<file path="config.mk">
export PLATFORM = sky130hd
export DESIGN_NAME = gpu_pixel_fetch
export DESIGN_NICKNAME = d
export VERILOG_FILES = /design/src/rtl/gpu_pixel_fetch.sv
export SDC_FILE = /design/constraint.sdc
export NUM_CORES = 1
export LEC_CHECK = 0
export BUFFER_PORTS_ARGS = -buffer_cell sky130_fd_sc_hd__buf_2
export CORE_AREA = 2 2 77 134
export DETAILED_ROUTE_END_ITERATION = 8
export DIE_AREA = 0 0 79 136
export PLACE_DENSITY = 0.74
export REMOVE_ABC_BUFFERS = 1
export SLEW_MARGIN = 20
export SYNTH_ARGS = -nofsm -noshare
export SYNTH_HDL_FRONTEND = slang
export SYNTH_SLANG_ARGS = --single-unit
</file>
<file path="constraint.sdc">
create_clock -name clk -period 2.2 [get_ports clk]
set_input_delay 0.11 -clock clk [delete_from_list [all_inputs] [get_ports clk]]
set_output_delay 0.11 -clock clk [all_outputs]
set_load 0.1 [all_outputs]
</file>
<file path="src/rtl/gpu_pixel_fetch.sv">
// gpu_pixel_fetch: issues halfword reads for pixel addresses and returns pixels in order,
// with a credit counter so returned data can never overflow the response buffer.
module gpu_pixel_fetch #(
   parameter int ADDR_W = 32,
   parameter int DATA_W = 16,
   parameter int DEPTH  = 4
) (
   input  logic              clk,
   input  logic              rst,
   input  logic              re_valid,
   output logic              re_ready,
   input  logic [ADDR_W-1:0] re_memory_address,
   output logic              mem_req_valid,
   input  logic              mem_req_ready,
   output logic [ADDR_W-1:0] mem_req_address,
   input  logic              mem_rsp_valid,
   input  logic [DATA_W-1:0] mem_rsp_data,
   output logic              se_valid,
   input  logic              se_ready,
   output logic [DATA_W-1:0] se_pixel,
   output logic              busy,
   output logic [1:0]        err
);
   localparam int CW = $clog2(DEPTH + 1);
   localparam int PW = $clog2(DEPTH);
   logic              rst_q;
   logic [CW-1:0]     in_use, outstanding, count;
   logic [PW-1:0]     wr_ptr, rd_ptr;
   logic [DATA_W-1:0] fifo [DEPTH];
   logic              re_hs, mem_hs, se_hs, rsp_ok, rsp_bad;
   assign re_hs    = re_valid && re_ready;
   assign mem_hs   = mem_req_valid && mem_req_ready;
   assign se_hs    = se_valid && se_ready;
   assign rsp_bad  = mem_rsp_valid && (outstanding == '0);
   assign rsp_ok   = mem_rsp_valid && !rsp_bad;
   // a held request may be replaced in the same cycle it handshakes
   assign re_ready = !rst_q && (in_use < CW'(DEPTH)) && (!mem_req_valid || mem_req_ready);
   assign se_valid = count != '0;
   assign se_pixel = fifo[rd_ptr];
   assign busy     = (in_use != '0) || mem_req_valid;
   always_ff @(posedge clk) begin
      rst_q <= rst;
      if (rst) begin
         in_use          <= '0;
         outstanding     <= '0;
         count           <= '0;
         wr_ptr          <= '0;
         rd_ptr          <= '0;
         mem_req_valid   <= 1'b0;
         mem_req_address <= '0;
         err             <= '0;
      end else begin
         in_use        <= in_use + CW'(re_hs) - CW'(se_hs);
         outstanding   <= outstanding + CW'(mem_hs) - CW'(rsp_ok);
         count         <= count + CW'(rsp_ok) - CW'(se_hs);
         wr_ptr        <= wr_ptr + PW'(rsp_ok);
         rd_ptr        <= rd_ptr + PW'(se_hs);
         mem_req_valid <= re_hs || (mem_req_valid && !mem_hs);
         if (re_hs) mem_req_address <= {re_memory_address[ADDR_W-1:1], 1'b0};
         err           <= err | {re_hs && re_memory_address[0], rsp_bad};
      end
   end
   always_ff @(posedge clk) if (rsp_ok) fifo[wr_ptr] <= mem_rsp_data;
endmodule
</file>
==> flow_metrics.py, run 1 <==
metrics = {
    "die": {
        "die_x_um": 79,
        "boundaryPins": 108,
        "placement_rows": 48,
        "core-area_um2": 9729,
        "die_h_um": 136,
        "fp.dieArea_um2": 10740,
        "start_util": 0.4664,
    },
    "synthesis": {
        "postSynthAreaPerCell_um2": 14.50,
        "yosys.area.top_type": "sky130_fd_sc_hd__edfxtp_1",
        "synth_sequential_area_ratio": 0.6352,
        "synth_area_leaders": "sky130_fd_sc_hd__edfxtp_1 42%, sky130_fd_sc_hd__dfxtp_1 21%, sky130_fd_sc_hd__mux4_2 7.9%",
        "synthesis.yosys.warnings": 0,
        "dominantRegCellSynth": "sky130_fd_sc_hd__edfxtp_1",
        "post_synth_num_cell_types": 34,
        "ff_latch_count_synth": 112,
        "synth_top_cell_area_share": 0.4235,
        "syn_area_um2": 4538,
        "synth_edf_count": 64,
        "async_flop_share": 0,
        "synthesis.instances": 313,
    },
    "global_route": {
        "grt_pass1_vias": 3242,
        "grt_first_pass_wirelength_um": 15370,
        "number_of_antenna_violations_at_the_first_check_in_global_routing": 0,
        "grt_use_total": 0.1845,
        "grt-ovfl-total": 0,
        "maximum_number_of_pins_on_one_net_before_global_route_repair": 48,
    },
    "sta": {
        "drv_slew": 0,
        "fin_worst_skew_ns": 0.006682,
        "period_needed_ns": 2.067,
        "hold_violations": 0,
        "layout_setup_ws_ns": 0.1326,
        "final_min_period_over_clock_period": 0.9397,
        "fmax_mhz": 483.7,
        "relSlewSlack": 0.3473,
        "final-setup-viol-count": 0,
        "timing_worst_slew_pin_value_ns": 0.9780,
        "holdWs_ns": 0.01634,
        "rsz0062_at_grt": "no",
        "setup_tns_ns": 0,
    },
    "power": {
        "cellPowerDensity_nw_per_um2": 1285,
        "switching_power_mw": 3.424,
        "vdd_ir_drop_max_mv": 0.8761,
        "comb_power_share": 0.439,
        "p_leak_nw": 2.280,
        "power_switching_share": 0.4502,
        "clock_power_share": 0.206,
        "sequential_group_share_of_total_power": 0.355,
        "cellInternalPower_mw": 4.183,
        "report.power.total_mw": 7.607,
    },
    "layout": {
        "most_frequent_standard_cell_in_the_layout_excluding_fill_and_tap_cells": "sky130_fd_sc_hd__buf_2",
        "layout.core_utilization": 0.6085,
        "regArea_um2": 2883,
        "total_inserted_antenna_cells": 0,
        "final_non_filler_cells": 590,
        "area_growth_pct": 30.47,
        "finish.instance_area_um2": 5921,
        "drive_above_1_share": 0.3290,
        "final_cell_mix": "106 x sky130_fd_sc_hd__buf_2, 64 x sky130_fd_sc_hd__edfxtp_1, 48 x sky130_fd_sc_hd__dfxtp_1",
        "area_taken_by_multi_input_logic_gates_um2": 1358,
        "fin_nets": 522,
        "nFillCells": 755,
    },
    "setup_path": {
        "crit_path_capture_type": "flip-flop",
        "critical_path.reg2reg.startpoint": "outstanding[2]",
        "ff2ff_path_depth": 8,
        "crit_chain": "o31a_1 -> ha_1 -> inv_1 -> ha_1 -> fa_1 -> xnor2_1 -> xnor2_1 -> nor2_1",
        "required_ns": 2.42,
        "critPathMaxFanout": 3,
        "worst_setup_path_start_kind": "flip-flop",
        "cp_slowest_cell": "sky130_fd_sc_hd__fa_1",
        "ff2ff_setup_slack_ns": 0.13,
        "cp_data_arrival_time_ns": 2.29,
        "max_stage_delay_ns": 0.39,
        "regToRegEndpoint": "outstanding[2]",
        "worstSetupPathType": "reg -> reg",
    },
    "clocking": {
        "clock_latency_ns": 0.35,
        "cts_setup_buffers": 0,
        "tritoncts": "yes",
        "htree_levels": 3,
        "root_buffer": "sky130_fd_sc_hd__clkbuf_16",
        "clock-sinks": 112,
        "number_of_buffers_inserted_during_clock_tree_synthesis": 9,
        "max-clock-path-buffers": 2,
        "cts.clk_slew.worst_paths_ns": 0.07,
    },
    "routing": {
        "drt_pass_1_iters": 4,
        "drt_first_iter_violations": 173,
        "detail_route.drc_violations": 0,
        "antenna_violating_nets_post_route": 0,
        "totalWireLength_um": 9620,
        "vias": 3146,
        "drt-vias-per-instance": 5.332,
        "drt-wirelength-per-cell_um": 16.31,
    },
    "worst_hold_path": {
        "hold_path_end": "err[0]",
        "holdCritPathClass": "in -> reg",
        "hold_depth": 3,
        "hold_path_startpoint": "mem_rsp_valid",
    },
    "status": {
        "status": "finished, final reports clean",
    },
    "place": {
        "dpl_worst_slack_ns": 0.1539,
        "placement.io_buffers": 106,
        "place_hpwl_um": 6088,
        "post-place-cells": 527,
        "postPlaceCellArea_um2": 5161,
        "gpl.final_weighted_congestion": 0.7242,
    },
    "flow_run": {
        "cap_viol_max_count": 0,
    },
}
[Yosys cell counts, drive strengths merged (2+ instances only)]
cell / number
nor3: 3
fa: 3
and3: 2
a311oi: 31
dfxtp: 48
xor2: 4
inv: 37
xnor2: 6
edfxtp: 64
nor2: 14
buf: 16
ha: 5
nor2b: 6
clkbuf: 12
a31o: 31
mux4: 16
nand2: 2
[cell families after synthesis]
logic type                 count (synthesis)  share of synthesized area
other                                      1                  0.0008263
xor gates and xnor gates                  10                    0.01930
muxes                                     16                    0.07941
AOI/OAI and AO/OA                         68                     0.1329
DFF                                      112                     0.6352
buffers and inverters                     65                    0.06672
and+or+nand+nor                           33                    0.03861
adders and majority gates                  8                    0.02702
[state kept, by name, summed over array words and instances, names as in the netlist, 2 cells and up]
signal	count
err	2
wr_ptr	2
fifo	64
count	3
in_use	3
rd_ptr	2
mem_req_address	31
outstanding	3
[metal layers]
metal | up-vias | share of wire | track usage
met5 | - | 0 | 0
met4 | 0 | 0.017 | 0.06705
met3 | 16 | 0.078 | 0.06308
met2 | 130 | 0.52 | 0.3282
met1 | 1524 | 0.39 | 0.2011
li1 | 1476 | - | -
[power groups by stage]
stage | combinational [mW] | sequential [mW] | clock [mW]
after floorplan | 2.21 | 3.20 | 0
after global placement | 3.24 | 2.73 | 0
after detailed placement | 3.30 | 2.75 | 0
after CTS | 3.37 | 2.70 | 1.60
after global routing | 3.52 | 2.73 | 1.67
final | 3.34 | 2.70 | 1.57
[cell type report]
class                           instances  area share
Tap cell                              125     0.02642
Timing Repair Buffer                  164      0.1851
Clock inverter                          6    0.008453
Inverter                               37     0.02346
Clock buffer                           10     0.04036
Sequential cell                       112      0.4869
Multi-Input combinational cell        136      0.2293
[worst max-delay path, delay by kind of cell, from the launching register on]
kind	cells	cell delay, ns
adder cells (fa/ha/maj)	3	0.85
AND/OR/NAND/NOR	1	0.05
buffers and inverters	1	0.04
XOR/XNOR	2	0.32
flip-flops	1	0.35
AO/OA/AOI/OAI	1	0.33
[worst max-delay path by stage]
stage / startpoint / endpoint / slack, ns / cells past startpoint
2_1_floorplan: mem_req_valid / in_use[2] / -1.15 / 9
3_3_place_gp: outstanding[2] / outstanding[2] / 0.24 / 8
3_5_place_dp: outstanding[2] / outstanding[2] / 0.15 / 8
4_1_cts: outstanding[2] / outstanding[2] / 0.14 / 8
5_1_grt: outstanding[2] / outstanding[2] / 0.07 / 8
6_report: outstanding[2] / outstanding[2] / 0.13 / 8
[what timing repair did]
item                      4_1_cts  5_1_grt
hold endpoints to repair       95        0
resized for setup               0        0
hold buffers                   47        0
Note: power is estimated with default switching activity, not from simulation.
==> inputs of run 2 (changes only) <==
REMOVE_ABC_BUFFERS = default   (was 1)
==> run 2 against run 1 <==
Against the previous run: sequential share of layout area up 0.14 points; combinational power barely moved; clock power fell by 5%; via count about the same; register-to-register slack lost 0.03 ns; critical path type unchanged; flip-flop and latch count is the same.
==> flow_metrics.py, run 2 (same netlist as run 1, synthesis figures left out) <==
metrics = {
    "routing": {
        "antenna_violating_nets_post_route": 0,
        "drt_pass_1_iters": 4,
        "drt_first_iter_violations": 120,
        "drt-wirelength-per-cell_um": 15.90,
        "totalWireLength_um": 9351,
        "vias": 3149,
        "detail_route.drc_violations": 0,
        "drt-vias-per-instance": 5.355,
    },
    "layout": {
        "layout_top_registers": "fifo: 64 flops, mem_req_address: 31 flops",
        "most_frequent_standard_cell_in_the_layout_excluding_fill_and_tap_cells": "sky130_fd_sc_hd__buf_2",
        "regArea_um2": 2887,
        "final_cell_mix": "106 x sky130_fd_sc_hd__buf_2, 64 x sky130_fd_sc_hd__edfxtp_1, 47 x sky130_fd_sc_hd__dfxtp_1",
        "nFillCells": 760,
        "finish.instance_area_um2": 5912,
        "total_inserted_antenna_cells": 0,
        "area_taken_by_multi_input_logic_gates_um2": 1375,
        "max_flop_register": "fifo",
        "area_growth_pct": 30.27,
        "largest_reg_flops": 64,
        "drive_above_1_share": 0.3369,
        "final_non_filler_cells": 588,
        "fin_nets": 520,
    },
    "setup_path": {
        "critPathMaxFanout": 3,
        "max_stage_delay_ns": 0.38,
        "worstSetupPathType": "reg -> reg",
        "cp_slowest_cell": "sky130_fd_sc_hd__fa_1",
        "crit_chain": "o31a_1 -> ha_1 -> inv_1 -> ha_1 -> fa_1 -> xnor2_1 -> xnor2_1 -> nor2_1",
        "worst_setup_path_start_kind": "flip-flop",
        "crit_path_capture_type": "flip-flop",
        "required_ns": 2.41,
        "cp_data_arrival_time_ns": 2.31,
    },
    "clocking": {
        "max-clock-path-buffers": 2,
        "root_buffer": "sky130_fd_sc_hd__clkbuf_16",
        "htree_levels": 3,
        "cts-resized-gates": 0,
        "cts.clk_slew.worst_paths_ns": 0.07,
        "clock-sinks": 112,
        "clock_latency_ns": 0.33,
        "number_of_buffers_inserted_during_clock_tree_synthesis": 9,
        "cts_setup_buffers": 0,
        "tritoncts": "yes",
    },
    "sta": {
        "setup_tns_ns": 0,
        "final_min_period_over_clock_period": 0.9525,
        "fin_worst_skew_ns": 0.003749,
        "rsz0062_at_grt": "no",
        "final-setup-viol-count": 0,
        "fmax_mhz": 477.2,
        "period_needed_ns": 2.096,
        "layout_setup_ws_ns": 0.1045,
        "hold_violations": 0,
        "drv_slew": 0,
        "holdWs_ns": 0.01378,
        "relSlewSlack": 0.4508,
        "timing_worst_slew_pin_value_ns": 0.8238,
    },
    "global_route": {
        "grt-ovfl-total": 0,
        "grt_use_total": 0.1779,
        "grt_pass1_vias": 3250,
        "number_of_antenna_violations_at_the_first_check_in_global_routing": 0,
        "grt_first_pass_wirelength_um": 14930,
        "maximum_number_of_pins_on_one_net_before_global_route_repair": 48,
    },
    "die": {
        "core-area_um2": 9729,
        "die_h_um": 136,
        "boundaryPins": 108,
        "start_util": 0.4664,
        "fp.dieArea_um2": 10740,
        "die_x_um": 79,
        "placement_rows": 48,
    },
    "place": {
        "postPlaceCellArea_um2": 5182,
        "place_hpwl_um": 6356,
        "dpl_worst_slack_ns": 0.1163,
        "gpl.final_weighted_congestion": 0.7108,
        "post-place-cells": 527,
        "placement.io_buffers": 106,
    },
    "status": {
        "status": "finished, final reports clean",
    },
    "power": {
        "cellPowerDensity_nw_per_um2": 1275,
        "p_leak_nw": 2.272,
        "vdd_ir_drop_max_mv": 0.8430,
    },
    "worst_hold_path": {
        "holdCritPathClass": "in -> reg",
    },
    "flow_run": {
        "cap_viol_max_count": 0,
    },
    "synthesis": {
        "synth_fp_nets": 375,
    },
}
run 2: worst max-delay path: cells and delay by family, from the launching register on:
family	cells	cell delay (ns)
AOI/OAI and AO/OA	1	0.32
and+or+nand+nor	1	0.05
adders and majority gates	3	0.85
xor gates and xnor gates	2	0.39
DFF	1	0.34
buffers and inverters	1	0.04
run 2: metrics by stage:
stage / total power, mW / utilization
4_1_cts: 7.622 / 0.6076
6_report: 7.538 / 0.6076
5_1_grt: 7.861 / 0.6076
3_3_place_gp: 5.969 / 0.5327
3_5_place_dp: 6.059 / 0.5327
2_1_floorplan: 5.515 / -
run 2: power by group:
| part | switching [mW] | internal (mW) | leakage [nW] |
|---|---|---|---|
| Clock | 0.710 | 0.778 | 0.137 |
| Combinational | 2.50 | 0.840 | 1.16 |
| Sequential | 0.180 | 2.53 | 0.975 |
| Total | 3.39 | 4.15 | 2.27 |
run 2: path summary, 6_finish.rpt:
check	startpoint	to	slack, ns	depth (start not counted)
setup / recovery	outstanding[2]	outstanding[2]	0.10	8
hold / removal	re_memory_address[12]	mem_req_address[12]	0.01	2
setup reg to reg	outstanding[2]	outstanding[2]	0.10	8
hold reg to reg	err[0]	err[0]	0.47	2
run 2: repair_timing:
action	in CTS	in global routing
hold buffers	45	0
endpoints found under the hold margin	93	0
endpoints found under the setup margin	0	0
run 2: final cells by class:
type | instances | share of cell area
Multi-Input combinational cell | 136 | 0.2326
Sequential cell | 112 | 0.4883
Inverter | 37 | 0.02349
Clock inverter | 7 | 0.009101
Timing Repair Buffer | 162 | 0.1820
Clock buffer | 9 | 0.03810
Tap cell | 125 | 0.02646
run 2: routing by layer:
layer | GRT usage | wire length [um] | part of all wire | vias to the layer above
met3 | 0.04515 | 584 | 0.062 | 19
met4 | 0.06801 | 184 | 0.020 | 0
met5 | 0 | 0 | 0 | -
met1 | 0.1980 | 3620 | 0.39 | 1520
li1 | - | - | - | 1476
met2 | 0.3216 | 4962 | 0.53 | 134
==> inputs of run 3 (changes only) <==
CORE_AREA = 2 2 79 138   (was 2 2 77 134)
DIE_AREA = 0 0 81 140   (was 0 0 79 136)
PLACE_DENSITY = 0.71   (was 0.74)
==> run 3 against run 2 <==
Against the previous run: clock power is essentially flat; critical path type unchanged; final cell count grew 0.85%; flip-flop and latch count is the same; hold slack gained 0.0097 ns; utilization shrank 2.5 points; clock-buffer cell count grew 1; global-route usage shrank 0.50 points; via count shrank 0.70%; register-to-register slack gained 0.04 ns.
==> flow_metrics.py, run 3 (same netlist as run 1, synthesis figures left out) <==
metrics = {
    "status": {
        "status": "finished, final reports clean",
    },
    "setup_path": {
        "ff2ff_path_depth": 8,
        "path_buf_inv": 1,
        "worst_setup_path_start_kind": "flip-flop",
        "required_ns": 2.41,
        "critPathMaxFanout": 3,
        "cpLargestDelayFamily": "adder cells",
        "crit_chain": "o31a_1 -> ha_1 -> inv_1 -> ha_1 -> fa_1 -> xnor2_1 -> xnor2_1 -> nor2_1",
        "max_stage_delay_ns": 0.38,
        "critical_path.reg2reg.startpoint": "outstanding[2]",
        "worstSetupPathType": "reg -> reg",
        "regToRegEndpoint": "outstanding[2]",
        "ff2ff_setup_slack_ns": 0.14,
        "cp_data_arrival_time_ns": 2.27,
        "cp_slowest_cell": "sky130_fd_sc_hd__fa_1",
        "crit_path_capture_type": "flip-flop",
    },
    "power": {
        "comb_power_share": 0.443,
        "vdd_ir_drop_max_mv": 0.8685,
        "switching_power_mw": 3.395,
        "p_leak_nw": 2.280,
        "sequential_group_share_of_total_power": 0.358,
        "power_switching_share": 0.4498,
        "cellInternalPower_mw": 4.152,
        "report.power.total_mw": 7.547,
        "cellPowerDensity_nw_per_um2": 1273,
        "clock_power_share": 0.199,
    },
    "global_route": {
        "number_of_antenna_violations_at_the_first_check_in_global_routing": 0,
        "groute.layer.met1.usage": 0.1935,
        "grt_first_pass_wirelength_um": 15250,
        "gr-usage-met3": 0.04253,
        "maximum_number_of_pins_on_one_net_before_global_route_repair": 48,
        "grt_use_total": 0.1729,
        "grt-ovfl-total": 0,
        "groute.layer.met2.usage": 0.3067,
        "grt_pass1_vias": 3234,
        "globalRoute.busiestLayer": "met2",
    },
    "place": {
        "placement.io_buffers": 106,
        "post-place-cells": 530,
        "gpl.final_weighted_congestion": 0.6753,
        "dpl_worst_slack_ns": 0.1272,
        "place_hpwl_um": 6193,
    },
    "worst_hold_path": {
        "holdCritPathClass": "in -> reg",
        "hold_path_end": "err[0]",
        "hold_path_startpoint": "mem_rsp_valid",
        "hold_depth": 3,
    },
    "clocking": {
        "tritoncts": "yes",
        "root_buffer": "sky130_fd_sc_hd__clkbuf_16",
        "htree_levels": 3,
        "clock-sinks": 112,
        "clock_latency_ns": 0.34,
        "cts.clk_slew.worst_paths_ns": 0.07,
        "max-clock-path-buffers": 2,
        "number_of_buffers_inserted_during_clock_tree_synthesis": 9,
        "cts_setup_buffers": 0,
        "cts-resized-gates": 0,
    },
    "sta": {
        "holdWs_ns": 0.02349,
        "period_needed_ns": 2.060,
        "fmax_mhz": 485.4,
        "hold_violations": 0,
        "final-setup-viol-count": 0,
        "relSlewSlack": 0.3474,
        "timing_worst_slew_pin_value_ns": 0.9778,
        "rsz0062_at_grt": "no",
        "final_min_period_over_clock_period": 0.9364,
        "layout_setup_ws_ns": 0.1400,
        "drv_slew": 0,
        "fin_worst_skew_ns": 0.009348,
    },
    "routing": {
        "drt-wirelength-per-cell_um": 15.97,
        "vias": 3127,
        "drt_first_iter_violations": 209,
        "antenna_violating_nets_post_route": 0,
        "detail_route.drc_violations": 0,
        "totalWireLength_um": 9471,
        "drt-vias-per-instance": 5.273,
        "drt_pass_1_iters": 4,
    },
    "die": {
        "core-area_um2": 10180,
        "die_h_um": 140,
        "die_x_um": 81,
        "placement_rows": 49,
        "start_util": 0.4459,
        "boundaryPins": 108,
        "fp.dieArea_um2": 11340,
    },
    "synthesis": {
        "synth_fp_nets": 375,
    },
    "layout": {
        "final_cell_mix": "106 x sky130_fd_sc_hd__buf_2, 64 x sky130_fd_sc_hd__edfxtp_1, 47 x sky130_fd_sc_hd__dfxtp_1, 47 x sky130_fd_sc_hd__dlygate4sd3_1, 37 x sky130_fd_sc_hd__inv_1",
        "final_non_filler_cells": 593,
        "most_frequent_standard_cell_in_the_layout_excluding_fill_and_tap_cells": "sky130_fd_sc_hd__buf_2",
        "largest_reg_flops": 64,
        "layout_top_registers": "fifo: 64 flops, mem_req_address: 31 flops",
        "layout.core_utilization": 0.5826,
        "area_growth_pct": 30.66,
        "fin_nets": 523,
        "max_flop_register": "fifo",
        "drive_above_1_share": 0.3391,
        "total_inserted_antenna_cells": 0,
    },
    "flow_run": {
        "cap_viol_max_count": 0,
    },
}
run 3: cell types whose count changed in the layout (fill, tap and decap cells not counted):
cell and change:
sky130_fd_sc_hd__inv_6 +1, sky130_fd_sc_hd__clkinv_1 -2, sky130_fd_sc_hd__dlygate4sd3_1 +2, sky130_fd_sc_hd__clkinvlp_4 +1
sky130_fd_sc_hd__clkbuf_1 +1, sky130_fd_sc_hd__clkinv_4 -2, sky130_fd_sc_hd__buf_4 +2, sky130_fd_sc_hd__buf_12 -1
sky130_fd_sc_hd__clkinv_2 +1
run 3: worst max-delay path by stage:
| stage | from | end | slack, ns | cells past startpoint |
|---|---|---|---|---|
| after floorplan | mem_req_valid | in_use[2] | -0.08 | 12 |
| after global placement | outstanding[2] | outstanding[2] | 0.23 | 8 |
| after detailed placement | outstanding[1] | outstanding[2] | 0.13 | 8 |
| after CTS | outstanding[1] | outstanding[2] | 0.12 | 8 |
| after global routing | outstanding[2] | outstanding[2] | 0.04 | 8 |
| final | outstanding[2] | outstanding[2] | 0.14 | 8 |
run 3: through the flow:
stage	TNS (ns)	cell area, um^2
CTS	0	5929
global placement	0	5180
detailed placement	0	5180
floorplan	-0.07987	4564
finish	0	5929
global route	0	5929
run 3: area by class of cell:
type                       count  area (um^2)
fill                         838         4248
inverter                      37        138.9
sequential                   112         2887
multi-input combinational    136         1375
timing repair buffer         165         1091
clock inverter                 6        50.05
tap                          127        158.9
clock buffer                  10        229.0
run 3: what timing repair did:
| item | CTS | global route |
|---|---|---|
| endpoints found under the hold margin | 95 | 0 |
| hold buffers | 47 | 0 |
| endpoints found under the setup margin | 0 | 0 |
run 3: metal layers:
| layer | up-vias | routed length, um |
|---|---|---|
| met2 | 124 | 4967 |
| met5 | - | 0 |
| met3 | 13 | 688 |
| met1 | 1513 | 3704 |
| li1 | 1477 | - |
| met4 | 0 | 110 |
run 3: power by group through the flow:
stage | sequential, mW | combinational, mW | clock, mW
detailed placement | 2.75 | 3.31 | 0
floorplan | 3.14 | 2.38 | 0
CTS | 2.70 | 3.38 | 1.56
finish | 2.70 | 3.34 | 1.50
global route | 2.73 | 3.54 | 1.64
global placement | 2.72 | 3.26 | 0
run 3: worst reg2reg max path, stage by stage, from the launching register on:
cell and delay, ns:
sky130_fd_sc_hd__dfxtp_1 0.34, sky130_fd_sc_hd__o31a_1 0.32, sky130_fd_sc_hd__ha_1 0.28, sky130_fd_sc_hd__inv_1 0.04
sky130_fd_sc_hd__ha_1 0.18, sky130_fd_sc_hd__fa_1 0.38, sky130_fd_sc_hd__xnor2_1 0.17, sky130_fd_sc_hd__xnor2_1 0.15
sky130_fd_sc_hd__nor2_1 0.07
